===== config.mk =====
export PLATFORM = sky130hd
export DESIGN_NAME = dma_controller_flat
export DESIGN_NICKNAME = d
export VERILOG_FILES = /design/src/rtl/dma_controller_if.sv /design/src/rtl/dma_controller.sv /design/src/flat_wrapper.sv
export SDC_FILE = /design/constraint.sdc
export NUM_CORES = 1
export LEC_CHECK = 0
export CORE_ASPECT_RATIO = 0.7
export CORE_MARGIN = 4
export CORE_UTILIZATION = 43
export DETAILED_ROUTE_END_ITERATION = 6
export PLACE_DENSITY = 0.77
export SLEW_MARGIN = 20
export SYNTH_ARGS = -nofsm -noshare
export SYNTH_HDL_FRONTEND = slang
export SYNTH_SLANG_ARGS = --single-unit

===== constraint.sdc =====
create_clock -name clock -period 4 [get_ports clock]
set_input_delay 0.4 -clock clock [delete_from_list [all_inputs] [get_ports clock]]
set_output_delay 0.4 -clock clock [all_outputs]
set_load 0.1 [all_outputs]

===== src/rtl/dma_controller_if.sv =====
`default_nettype none
// ============================================================================
// Module      : dma_controller_if
// Description : System-bus signal bundle between the DMA bus master and the
//               shared bus (slave side / arbiter).
// Revision    : 1.0 - initial release
// ============================================================================
interface dma_controller_if;
  logic [31:0] address_dataIN;
  logic        end_transactionIN;
  logic        data_validIN;
  logic        busyIN;
  logic        bus_errorIN;
  logic        transactionGranted;
  logic [31:0] address_dataOUT;
  logic [3:0]  byte_enableOUT;
  logic [7:0]  burst_sizeOUT;
  logic        read_n_writeOUT;
  logic        begin_transactionOUT;
  logic        end_transactionOUT;
  logic        data_validOUT;
  logic        busyOUT;
  logic        requestTransaction;

  modport master (
    input  address_dataIN, end_transactionIN, data_validIN, busyIN,
           bus_errorIN, transactionGranted,
    output address_dataOUT, byte_enableOUT, burst_sizeOUT, read_n_writeOUT,
           begin_transactionOUT, end_transactionOUT, data_validOUT, busyOUT,
           requestTransaction
  );

  modport slave (
    output address_dataIN, end_transactionIN, data_validIN, busyIN,
           bus_errorIN, transactionGranted,
    input  address_dataOUT, byte_enableOUT, burst_sizeOUT, read_n_writeOUT,
           begin_transactionOUT, end_transactionOUT, data_validOUT, busyOUT,
           requestTransaction
  );
endinterface
`default_nettype wire


===== src/rtl/dma_controller.sv =====
`default_nettype none
// ============================================================================
// Module      : dma_controller
// Description : Bus-master DMA engine moving blocks of 32-bit words between a
//               512-word ping-pong buffer and the system bus, split into
//               arbitrated bursts.
// Revision    : 1.0 - initial release
// ============================================================================
module dma_controller (
  input  wire logic        clock,
  input  wire logic        n_reset,
  input  wire logic        ipcore_launch_write,
  input  wire logic        ipcore_launch_read,
  input  wire logic [3:0]  ipcore_byte_enable,
  input  wire logic [31:0] ipcore_address,
  input  wire logic [7:0]  ipcore_burst_size,
  input  wire logic [7:0]  ipcore_block_sizeIN,
  output logic             ipcore_dma_busy,
  output logic [7:0]       ipcore_block_sizeOUT,
  output logic [8:0]       pp_address,
  output logic [31:0]      pp_dataIn,
  output logic             pp_writeEnable,
  input  wire logic [31:0] pp_dataOut,
  output logic [3:0]       s_dma_cur_state,
  dma_controller_if.master bus
);

  typedef enum logic [3:0] {
    ST_IDLE      = 4'd0,
    ST_REQUEST   = 4'd1,
    ST_BEGIN     = 4'd2,
    ST_WRITE     = 4'd3,
    ST_END_WRITE = 4'd4,
    ST_READ      = 4'd5,
    ST_NEXT      = 4'd6,
    ST_ERROR     = 4'd7
  } state_t;

  state_t      r_state;

  // Block parameters latched at launch
  logic [31:0] r_start_addr;
  logic [3:0]  r_be;
  logic [7:0]  r_burst;       // already clamped to a minimum of 1
  logic [7:0]  r_block;
  logic        r_read;

  // Progress counters
  logic [7:0]  r_words;       // words completed in this block
  logic [7:0]  r_beats_left;  // beats still to send in current write burst

  // Registered bus / status outputs
  logic        r_busy;
  logic        r_req;
  logic        r_begin;
  logic        r_end;
  logic        r_dvalid;
  logic        r_rnw;
  logic [3:0]  r_be_out;
  logic [7:0]  r_bsize;
  logic [31:0] r_addr_out;

  logic [7:0]  w_remaining;
  logic [7:0]  w_beats;
  logic [31:0] w_begin_addr;
  logic        w_launch;
  logic        w_bus_error;
  logic        w_rd_beat;
  logic [8:0]  w_pp_address;

  assign w_remaining  = r_block - r_words;
  assign w_beats      = (r_burst < w_remaining) ? r_burst : w_remaining;
  assign w_begin_addr = r_start_addr + {22'd0, r_words, 2'b00};
  assign w_launch     = (ipcore_launch_write | ipcore_launch_read) &&
                        (ipcore_block_sizeIN != 8'd0);
  // IDLE cannot abort and ERROR is already on its way back to IDLE
  assign w_bus_error  = bus.bus_errorIN && (r_state != ST_IDLE) &&
                        (r_state != ST_ERROR);
  assign w_rd_beat    = (r_state == ST_READ) && bus.data_validIN &&
                        !bus.bus_errorIN;

  // Buffer index: the buffer has one cycle of read latency, so while writing
  // the index looks one word ahead whenever the current beat is accepted and
  // stays on the current word while the slave stalls.
  always_comb begin
    w_pp_address = 9'd0;
    case (r_state)
      ST_BEGIN: if (!r_read) w_pp_address = {1'b0, r_words};
      ST_WRITE: w_pp_address = {1'b0, r_words} + {8'd0, ~bus.busyIN};
      ST_READ:  w_pp_address = {1'b0, r_words};
      default:  w_pp_address = 9'd0;
    endcase
  end

  // Main transfer FSM with registered outputs and per-block bookkeeping
  always_ff @(posedge clock or negedge n_reset) begin
    if (!n_reset) begin
      r_state      <= ST_IDLE;
      r_start_addr <= 32'd0;
      r_be         <= 4'd0;
      r_burst      <= 8'd0;
      r_block      <= 8'd0;
      r_read       <= 1'b0;
      r_words      <= 8'd0;
      r_beats_left <= 8'd0;
      r_busy       <= 1'b0;
      r_req        <= 1'b0;
      r_begin      <= 1'b0;
      r_end        <= 1'b0;
      r_dvalid     <= 1'b0;
      r_rnw        <= 1'b0;
      r_be_out     <= 4'd0;
      r_bsize      <= 8'd0;
      r_addr_out   <= 32'd0;
    end else if (w_bus_error) begin
      // Abort: silence the bus but keep the word count for software
      r_state    <= ST_ERROR;
      r_req      <= 1'b0;
      r_begin    <= 1'b0;
      r_end      <= 1'b0;
      r_dvalid   <= 1'b0;
      r_rnw      <= 1'b0;
      r_be_out   <= 4'd0;
      r_bsize    <= 8'd0;
      r_addr_out <= 32'd0;
    end else begin
      case (r_state)
        ST_IDLE: begin
          if (w_launch) begin
            r_start_addr <= ipcore_address;
            r_be         <= ipcore_byte_enable;
            r_burst      <= (ipcore_burst_size == 8'd0) ? 8'd1 : ipcore_burst_size;
            r_block      <= ipcore_block_sizeIN;
            r_read       <= !ipcore_launch_write;
            r_words      <= 8'd0;
            r_busy       <= 1'b1;
            r_req        <= 1'b1;
            r_state      <= ST_REQUEST;
          end
        end
        ST_REQUEST: begin
          if (bus.transactionGranted) begin
            r_state      <= ST_BEGIN;
            r_begin      <= 1'b1;
            r_addr_out   <= w_begin_addr;
            r_bsize      <= w_beats - 8'd1;
            r_be_out     <= r_be;
            r_rnw        <= r_read;
            r_beats_left <= w_beats;
          end
        end
        ST_BEGIN: begin
          r_begin    <= 1'b0;
          r_addr_out <= 32'd0;
          r_bsize    <= 8'd0;
          if (r_read) begin
            r_state <= ST_READ;
          end else begin
            r_state  <= ST_WRITE;
            r_dvalid <= 1'b1;
          end
        end
        ST_WRITE: begin
          if (!bus.busyIN) begin
            r_words <= r_words + 8'd1;
            if (r_beats_left == 8'd1) begin
              r_state  <= ST_END_WRITE;
              r_dvalid <= 1'b0;
              r_end    <= 1'b1;
              r_req    <= 1'b0;
              r_be_out <= 4'd0;
            end else begin
              r_beats_left <= r_beats_left - 8'd1;
            end
          end
        end
        ST_END_WRITE: begin
          r_end   <= 1'b0;
          r_state <= ST_NEXT;
        end
        ST_READ: begin
          if (bus.data_validIN) r_words <= r_words + 8'd1;
          if (bus.end_transactionIN) begin
            r_state  <= ST_NEXT;
            r_req    <= 1'b0;
            r_rnw    <= 1'b0;
            r_be_out <= 4'd0;
          end
        end
        ST_NEXT: begin
          if (r_words == r_block) begin
            r_state <= ST_IDLE;
            r_busy  <= 1'b0;
          end else begin
            // Every burst re-arbitrates for the bus
            r_state <= ST_REQUEST;
            r_req   <= 1'b1;
          end
        end
        ST_ERROR: begin
          r_state <= ST_IDLE;
          r_busy  <= 1'b0;
        end
        default: r_state <= ST_IDLE;
      endcase
    end
  end

  assign ipcore_dma_busy      = r_busy;
  assign ipcore_block_sizeOUT = r_words;
  assign s_dma_cur_state      = r_state;

  assign pp_address     = w_pp_address;
  assign pp_writeEnable = w_rd_beat;
  assign pp_dataIn      = w_rd_beat ? bus.address_dataIN : 32'd0;

  // Write beats carry buffer data straight from the buffer read port
  assign bus.address_dataOUT      = (r_state == ST_WRITE) ? pp_dataOut : r_addr_out;
  assign bus.byte_enableOUT       = r_be_out;
  assign bus.burst_sizeOUT        = r_bsize;
  assign bus.read_n_writeOUT      = r_rnw;
  assign bus.begin_transactionOUT = r_begin;
  assign bus.end_transactionOUT   = r_end;
  assign bus.data_validOUT        = r_dvalid;
  assign bus.busyOUT              = 1'b0;
  assign bus.requestTransaction   = r_req;

endmodule
`default_nettype wire


===== src/flat_wrapper.sv =====
// flat-port wrapper written by rule: the top's interface ports become plain ports
module dma_controller_flat 
  (clock, n_reset, ipcore_launch_write, ipcore_launch_read, ipcore_byte_enable, ipcore_address, ipcore_burst_size, ipcore_block_sizeIN, ipcore_dma_busy, ipcore_block_sizeOUT, pp_address, pp_dataIn, pp_writeEnable, pp_dataOut, s_dma_cur_state, bus_address_dataIN, bus_end_transactionIN, bus_data_validIN, bus_busyIN, bus_bus_errorIN, bus_transactionGranted, bus_address_dataOUT, bus_byte_enableOUT, bus_burst_sizeOUT, bus_read_n_writeOUT, bus_begin_transactionOUT, bus_end_transactionOUT, bus_data_validOUT, bus_busyOUT, bus_requestTransaction);
  dma_controller_if bus_i ();
  input  wire logic clock;
  input  wire logic n_reset;
  input  wire logic ipcore_launch_write;
  input  wire logic ipcore_launch_read;
  input  wire logic [3:0] ipcore_byte_enable;
  input  wire logic [31:0] ipcore_address;
  input  wire logic [7:0] ipcore_burst_size;
  input  wire logic [7:0] ipcore_block_sizeIN;
  output logic ipcore_dma_busy;
  output logic [7:0] ipcore_block_sizeOUT;
  output logic [8:0] pp_address;
  output logic [31:0] pp_dataIn;
  output logic pp_writeEnable;
  input  wire logic [31:0] pp_dataOut;
  output logic [3:0] s_dma_cur_state;
  input wire logic [$bits(bus_i.address_dataIN)-1:0] bus_address_dataIN;
  input wire logic [$bits(bus_i.end_transactionIN)-1:0] bus_end_transactionIN;
  input wire logic [$bits(bus_i.data_validIN)-1:0] bus_data_validIN;
  input wire logic [$bits(bus_i.busyIN)-1:0] bus_busyIN;
  input wire logic [$bits(bus_i.bus_errorIN)-1:0] bus_bus_errorIN;
  input wire logic [$bits(bus_i.transactionGranted)-1:0] bus_transactionGranted;
  output wire logic [$bits(bus_i.address_dataOUT)-1:0] bus_address_dataOUT;
  output wire logic [$bits(bus_i.byte_enableOUT)-1:0] bus_byte_enableOUT;
  output wire logic [$bits(bus_i.burst_sizeOUT)-1:0] bus_burst_sizeOUT;
  output wire logic [$bits(bus_i.read_n_writeOUT)-1:0] bus_read_n_writeOUT;
  output wire logic [$bits(bus_i.begin_transactionOUT)-1:0] bus_begin_transactionOUT;
  output wire logic [$bits(bus_i.end_transactionOUT)-1:0] bus_end_transactionOUT;
  output wire logic [$bits(bus_i.data_validOUT)-1:0] bus_data_validOUT;
  output wire logic [$bits(bus_i.busyOUT)-1:0] bus_busyOUT;
  output wire logic [$bits(bus_i.requestTransaction)-1:0] bus_requestTransaction;
  assign bus_i.address_dataIN = bus_address_dataIN;
  assign bus_i.end_transactionIN = bus_end_transactionIN;
  assign bus_i.data_validIN = bus_data_validIN;
  assign bus_i.busyIN = bus_busyIN;
  assign bus_i.bus_errorIN = bus_bus_errorIN;
  assign bus_i.transactionGranted = bus_transactionGranted;
  assign bus_address_dataOUT = bus_i.address_dataOUT;
  assign bus_byte_enableOUT = bus_i.byte_enableOUT;
  assign bus_burst_sizeOUT = bus_i.burst_sizeOUT;
  assign bus_read_n_writeOUT = bus_i.read_n_writeOUT;
  assign bus_begin_transactionOUT = bus_i.begin_transactionOUT;
  assign bus_end_transactionOUT = bus_i.end_transactionOUT;
  assign bus_data_validOUT = bus_i.data_validOUT;
  assign bus_busyOUT = bus_i.busyOUT;
  assign bus_requestTransaction = bus_i.requestTransaction;
  dma_controller u_core (.clock(clock), .n_reset(n_reset), .ipcore_launch_write(ipcore_launch_write), .ipcore_launch_read(ipcore_launch_read), .ipcore_byte_enable(ipcore_byte_enable), .ipcore_address(ipcore_address), .ipcore_burst_size(ipcore_burst_size), .ipcore_block_sizeIN(ipcore_block_sizeIN), .ipcore_dma_busy(ipcore_dma_busy), .ipcore_block_sizeOUT(ipcore_block_sizeOUT), .pp_address(pp_address), .pp_dataIn(pp_dataIn), .pp_writeEnable(pp_writeEnable), .pp_dataOut(pp_dataOut), .s_dma_cur_state(s_dma_cur_state), .bus(bus_i));
endmodule

==> key figures <==
CTS
  • CTS tree: done
  • Worst-path clk slew: 0.06 ns
  • Deepest clock path buffer count: 2
  • # clock sinks: about 120
  • Worst skew pair latency: about 0.42 ns
  • Num CTS Buffers: 17
  • # H-tree levels: 4
  • CTS root buf: clkbuf_16

Place
  • Cell Area, Placed: 10800 µm²
  • GP Congestion: 0.969
  • Port buffer count: between 200 and 250
  • Setup slack at placement: -0.254 ns
  • Hpwl dp: 17.8 mm

Floorplan
  • Die Height: roughly 120 µm
  • Die area: approximately 20000 µm²
  • Site Rows: 40
  • Initial Utilization: 0.440
  • Core Region: about 17000 µm²
  • I/O pin count: 230
  • Die width: about 170 µm

Route
  • Via density per instance: approximately 5.4
  • Via count: about 7400
  • TritonRoute pass-1 iters: 5
  • WL/cell: ~17 µm
  • Initial DRC Count: 574
  • WL final: ~24 mm
  • DR DRC count: 0
  • Detail Route Antenna Nets: 0

Logic synthesis
  • Asr flop ratio synth: 1.00
  • Largest area contributor in the netlist: dfrtp_1
  • Synth top area share: 0.403
  • Multiplexer area fraction after synthesis: 0.0882
  • Flops & latches, synth: roughly 120
  • Synth top area cells: dfrtp_1 (40%), nand2_1 (9.1%), mux2_2 (7.6%)
  • Post-synthesis cell count: 875
  • Main combinational cell family by area after synthesis: simple AND/OR/NAND/NOR gates
  • Ys flop type: dfrtp_1
  • Synthesized area per cell: slightly below 9 µm²
  • Post-synthesis sequential area ratio: 0.403
  • Mapped Area: 7580 µm²
  • Simple-gate share of the synthesized area: 0.231
  • Yosys warning count: 0
  • Netlist cell types: 68
  • Post-synthesis adder-cell area fraction: 0.0497
  • Number of synthesized flops with an enable pin: 0
  • Post-synthesis compound-gate area fraction: 0.135
  • Synth Area in XOR/XNOR: 0.0497

Power
  • P per Cell Area: 993 nW/µm²
  • Gate power share: 0.663
  • P_int: between 5000 and 6000 µW
  • P_leak: between 0.005 and 0.006 µW
  • Worst ir drop on vdd: 0.000624 V
  • Clock network power share: 0.145
  • Switching power: 5760 µW
  • Sw frac: 0.500
  • Sequential power share: 0.191

STA
  • Max-slew headroom: 0.305
  • Max-slew violations: 0
  • # setup viols final: 1
  • RSZ-0062 raised after global routing: true
  • Final WS setup: -0.0528 ns
  • WHS: ~0.046 ns
  • FMAX: approximately 0.25 GHz
  • Fin. Hold Viols: 0
  • Period Utilization, post-route: 1.01
  • Clock Skew: 0.00879 ns
  • Worst Tran Pin Value: between 1 and 1.5 ns
  • Final min period: between 4 and 5 ns

Cells and area
  • Fillers: between 1000 and 1500
  • Layout cells sized above 1: 0.226
  • Seq. cell area: between 3000 and 4000 µm²
  • Final instance area: ~12000 µm²
  • Final net count: 1276
  • Multi-input gate area: 4390 µm²
  • Syn-to-layout area delta: 53.0%
  • Diode count: 0

Worst setup path
  • Critical path type: register to register
  • Critical path arrival: roughly 4.4 ns
  • Worst-path cell chain: ha_4 > fa_2 > nand2b_4 > a21oi_4 > xnor2_2 > ha_1 > nand2_1 > a21oi_2 > a211oi_2 > maj3_2 > o221a_4 > mux2i_2 > ha_2 > nand2_2 > or4_4 > a211o_1 > nand3_1
  • Worst-path fanout max: 3
  • CP Launch Type: register
  • Crit-path slowest cell: dfrtp_4
  • CP Capture Type: register
  • Crit path required time: 4.35 ns
  • CP max stage delay: approximately 0.49 ns

Min path
  • Hold Path Class: primary input to asynchronous set/reset pin

GRT
  • Tot GR Track Use: 0.239
  • Total gr overflow: 0
  • Pin count of the biggest net entering global routing: 82
  • Global-route wire length before repair: between 30 and 40 mm
  • Vias in the first global route: around 7200
  • Initial antenna violation count: 0

Flow run
  • MaxCap Viol Count: 0

Status
  • Status: finished with violations
  • Failing checks: setup timing
power by group through the flow:
| stage | combinational [µW] | clock (µW) | sequential (µW) |
|---|---|---|---|
| after floorplan | 4580 | 0 | 2710 |
| after global placement | 6890 | 0 | 2190 |
| after detailed placement | 6990 | 0 | 2200 |
| after CTS | 7430 | 1690 | 2190 |
| after global routing | 8110 | 1750 | 2270 |
| final | 7630 | 1670 | 2200 |
final cells by class:
type	count	share of cell area
Sequential cell	122	0.265
Clock buffer	19	0.0391
Multi-Input combinational cell	676	0.378
Tap cell	231	0.0249
Inverter	32	0.0106
Timing Repair Buffer	274	0.266
Clock inverter	13	0.0165
synth_stat cells, types with 3 or more instances:
library cell,n
dfrtp_1,122
inv_1,32
a21oi_1,33
mux2_2,51
or2_2,3
o21bai_1,3
o31ai_1,4
xnor2_1,32
nor3b_1,6
o22ai_1,4
buf_2,8
nor3_1,16
o211ai_1,5
o21ai_0,70
nand4b_1,3
nor4_1,7
nand2b_1,8
o21ai_1,4
nand2_1,183
nand4_1,4
a31oi_1,10
ha_1,26
and2_1,36
nor2_1,55
a22o_1,7
or3_1,5
nand3_1,19
xor2_1,11
nor2b_1,3
and3_1,15
clkbuf_1,32
o21a_1,4
mux2i_1,8
a21o_1,3
stage by stage:
step           utilization  TNS, ns  total power (µW)  cells
2_1_floorplan            -   -0.987              7290    876
3_3_place_gp         0.625   -0.113              9070   1320
3_5_place_dp         0.625   -0.254              9190   1320
4_1_cts              0.671        0             11300   1367
5_1_grt              0.673   -0.171             12100   1367
6_report             0.673  -0.0528             11500   1367
worst max-delay path, delay by kind of cell, from the launching register on:
| family | cells | cell delay, ns |
|---|---|---|
| compound gates | 5 | 0.93 |
| simple gates | 5 | 0.86 |
| xor+xnor | 1 | 0.10 |
| fa+ha+maj | 5 | 1.40 |
| flops | 1 | 0.49 |
| mux | 1 | 0.21 |
cell families (layout without fill, tap and decap cells):
group           count (synthesis)  after routing
simple gates                  374            374
compound gates                168            168
flops                         122            122
buf+inv                        78            338
mux                            60             60
xor+xnor                       43             43
fa+ha+maj                      29             29
other cells                     1              2
cell usage in the layout (no fill, tap or decap), types with 5 or more instances in the layout:
cell type,count
nand2_1,181
clkdlybuf4s50_1,152
dfrtp_1,116
buf_4,70
o21ai_0,64
nor2_1,54
mux2_2,51
buf_12,51
and2_1,36
xnor2_1,30
inv_1,29
a21oi_1,29
ha_1,21
nand3_1,19
clkbuf_16,17
and3_1,15
nor3_1,15
xor2_1,10
a31oi_1,9
o21ai_1,9
nand2b_1,7
a22o_1,7
nor4_1,7
mux2i_1,7
nor3b_1,6
o211ai_1,5
dfrtp_4,5
state kept, by name (all words and copies together), names as in the netlist, 3 cells and up:
signal                       cells
u_core.ipcore_block_sizeOUT      8
u_core.r_beats_left              8
u_core.r_addr_out               32
u_core.s_dma_cur_state           3
u_core.bus.byte_enableOUT        4
u_core.r_be                      4
u_core.r_burst                   8
u_core.bus.burst_sizeOUT         8
u_core.r_start_addr             32
u_core.r_block                   8
what timing repair did:
action	4_1_cts	5_1_grt
endpoints found under the setup margin	1	2
hold buffers	0	0
resized for setup	9	8
pin swaps	9	4
setup buffers	15	0
worst paths after layout:
| check | from | end | slack, ns | depth (start not counted) |
|---|---|---|---|---|
| max | u_core.ipcore_block_sizeOUT[0] | u_core.bus.burst_sizeOUT[6] | -0.05 | 17 |
| min | n_reset | u_core.bus.burst_sizeOUT[3] | 0.05 | 1 |
| max reg2reg | u_core.ipcore_block_sizeOUT[0] | u_core.bus.burst_sizeOUT[6] | -0.05 | 17 |
| min reg2reg | u_core.r_addr_out[22] | u_core.r_addr_out[22] | 0.48 | 2 |
| max in group asynchronous | n_reset | u_core.r_be[1] | 3.25 | 2 |
| min in group clock | u_core.r_addr_out[22] | u_core.r_addr_out[22] | 0.48 | 2 |
metal layers:
| metal | vias to the layer above | track usage | routed length (µm) |
|---|---|---|---|
| li1 | 3507 | - | - |
| met1 | 3500 | 0.322 | 10100 |
| met2 | 342 | 0.375 | 11000 |
| met3 | 37 | 0.0780 | 2320 |
| met4 | 0 | 0.0613 | 428 |
| met5 | - | 0 | 0 |
Note: power is estimated with default switching activity, not from simulation.
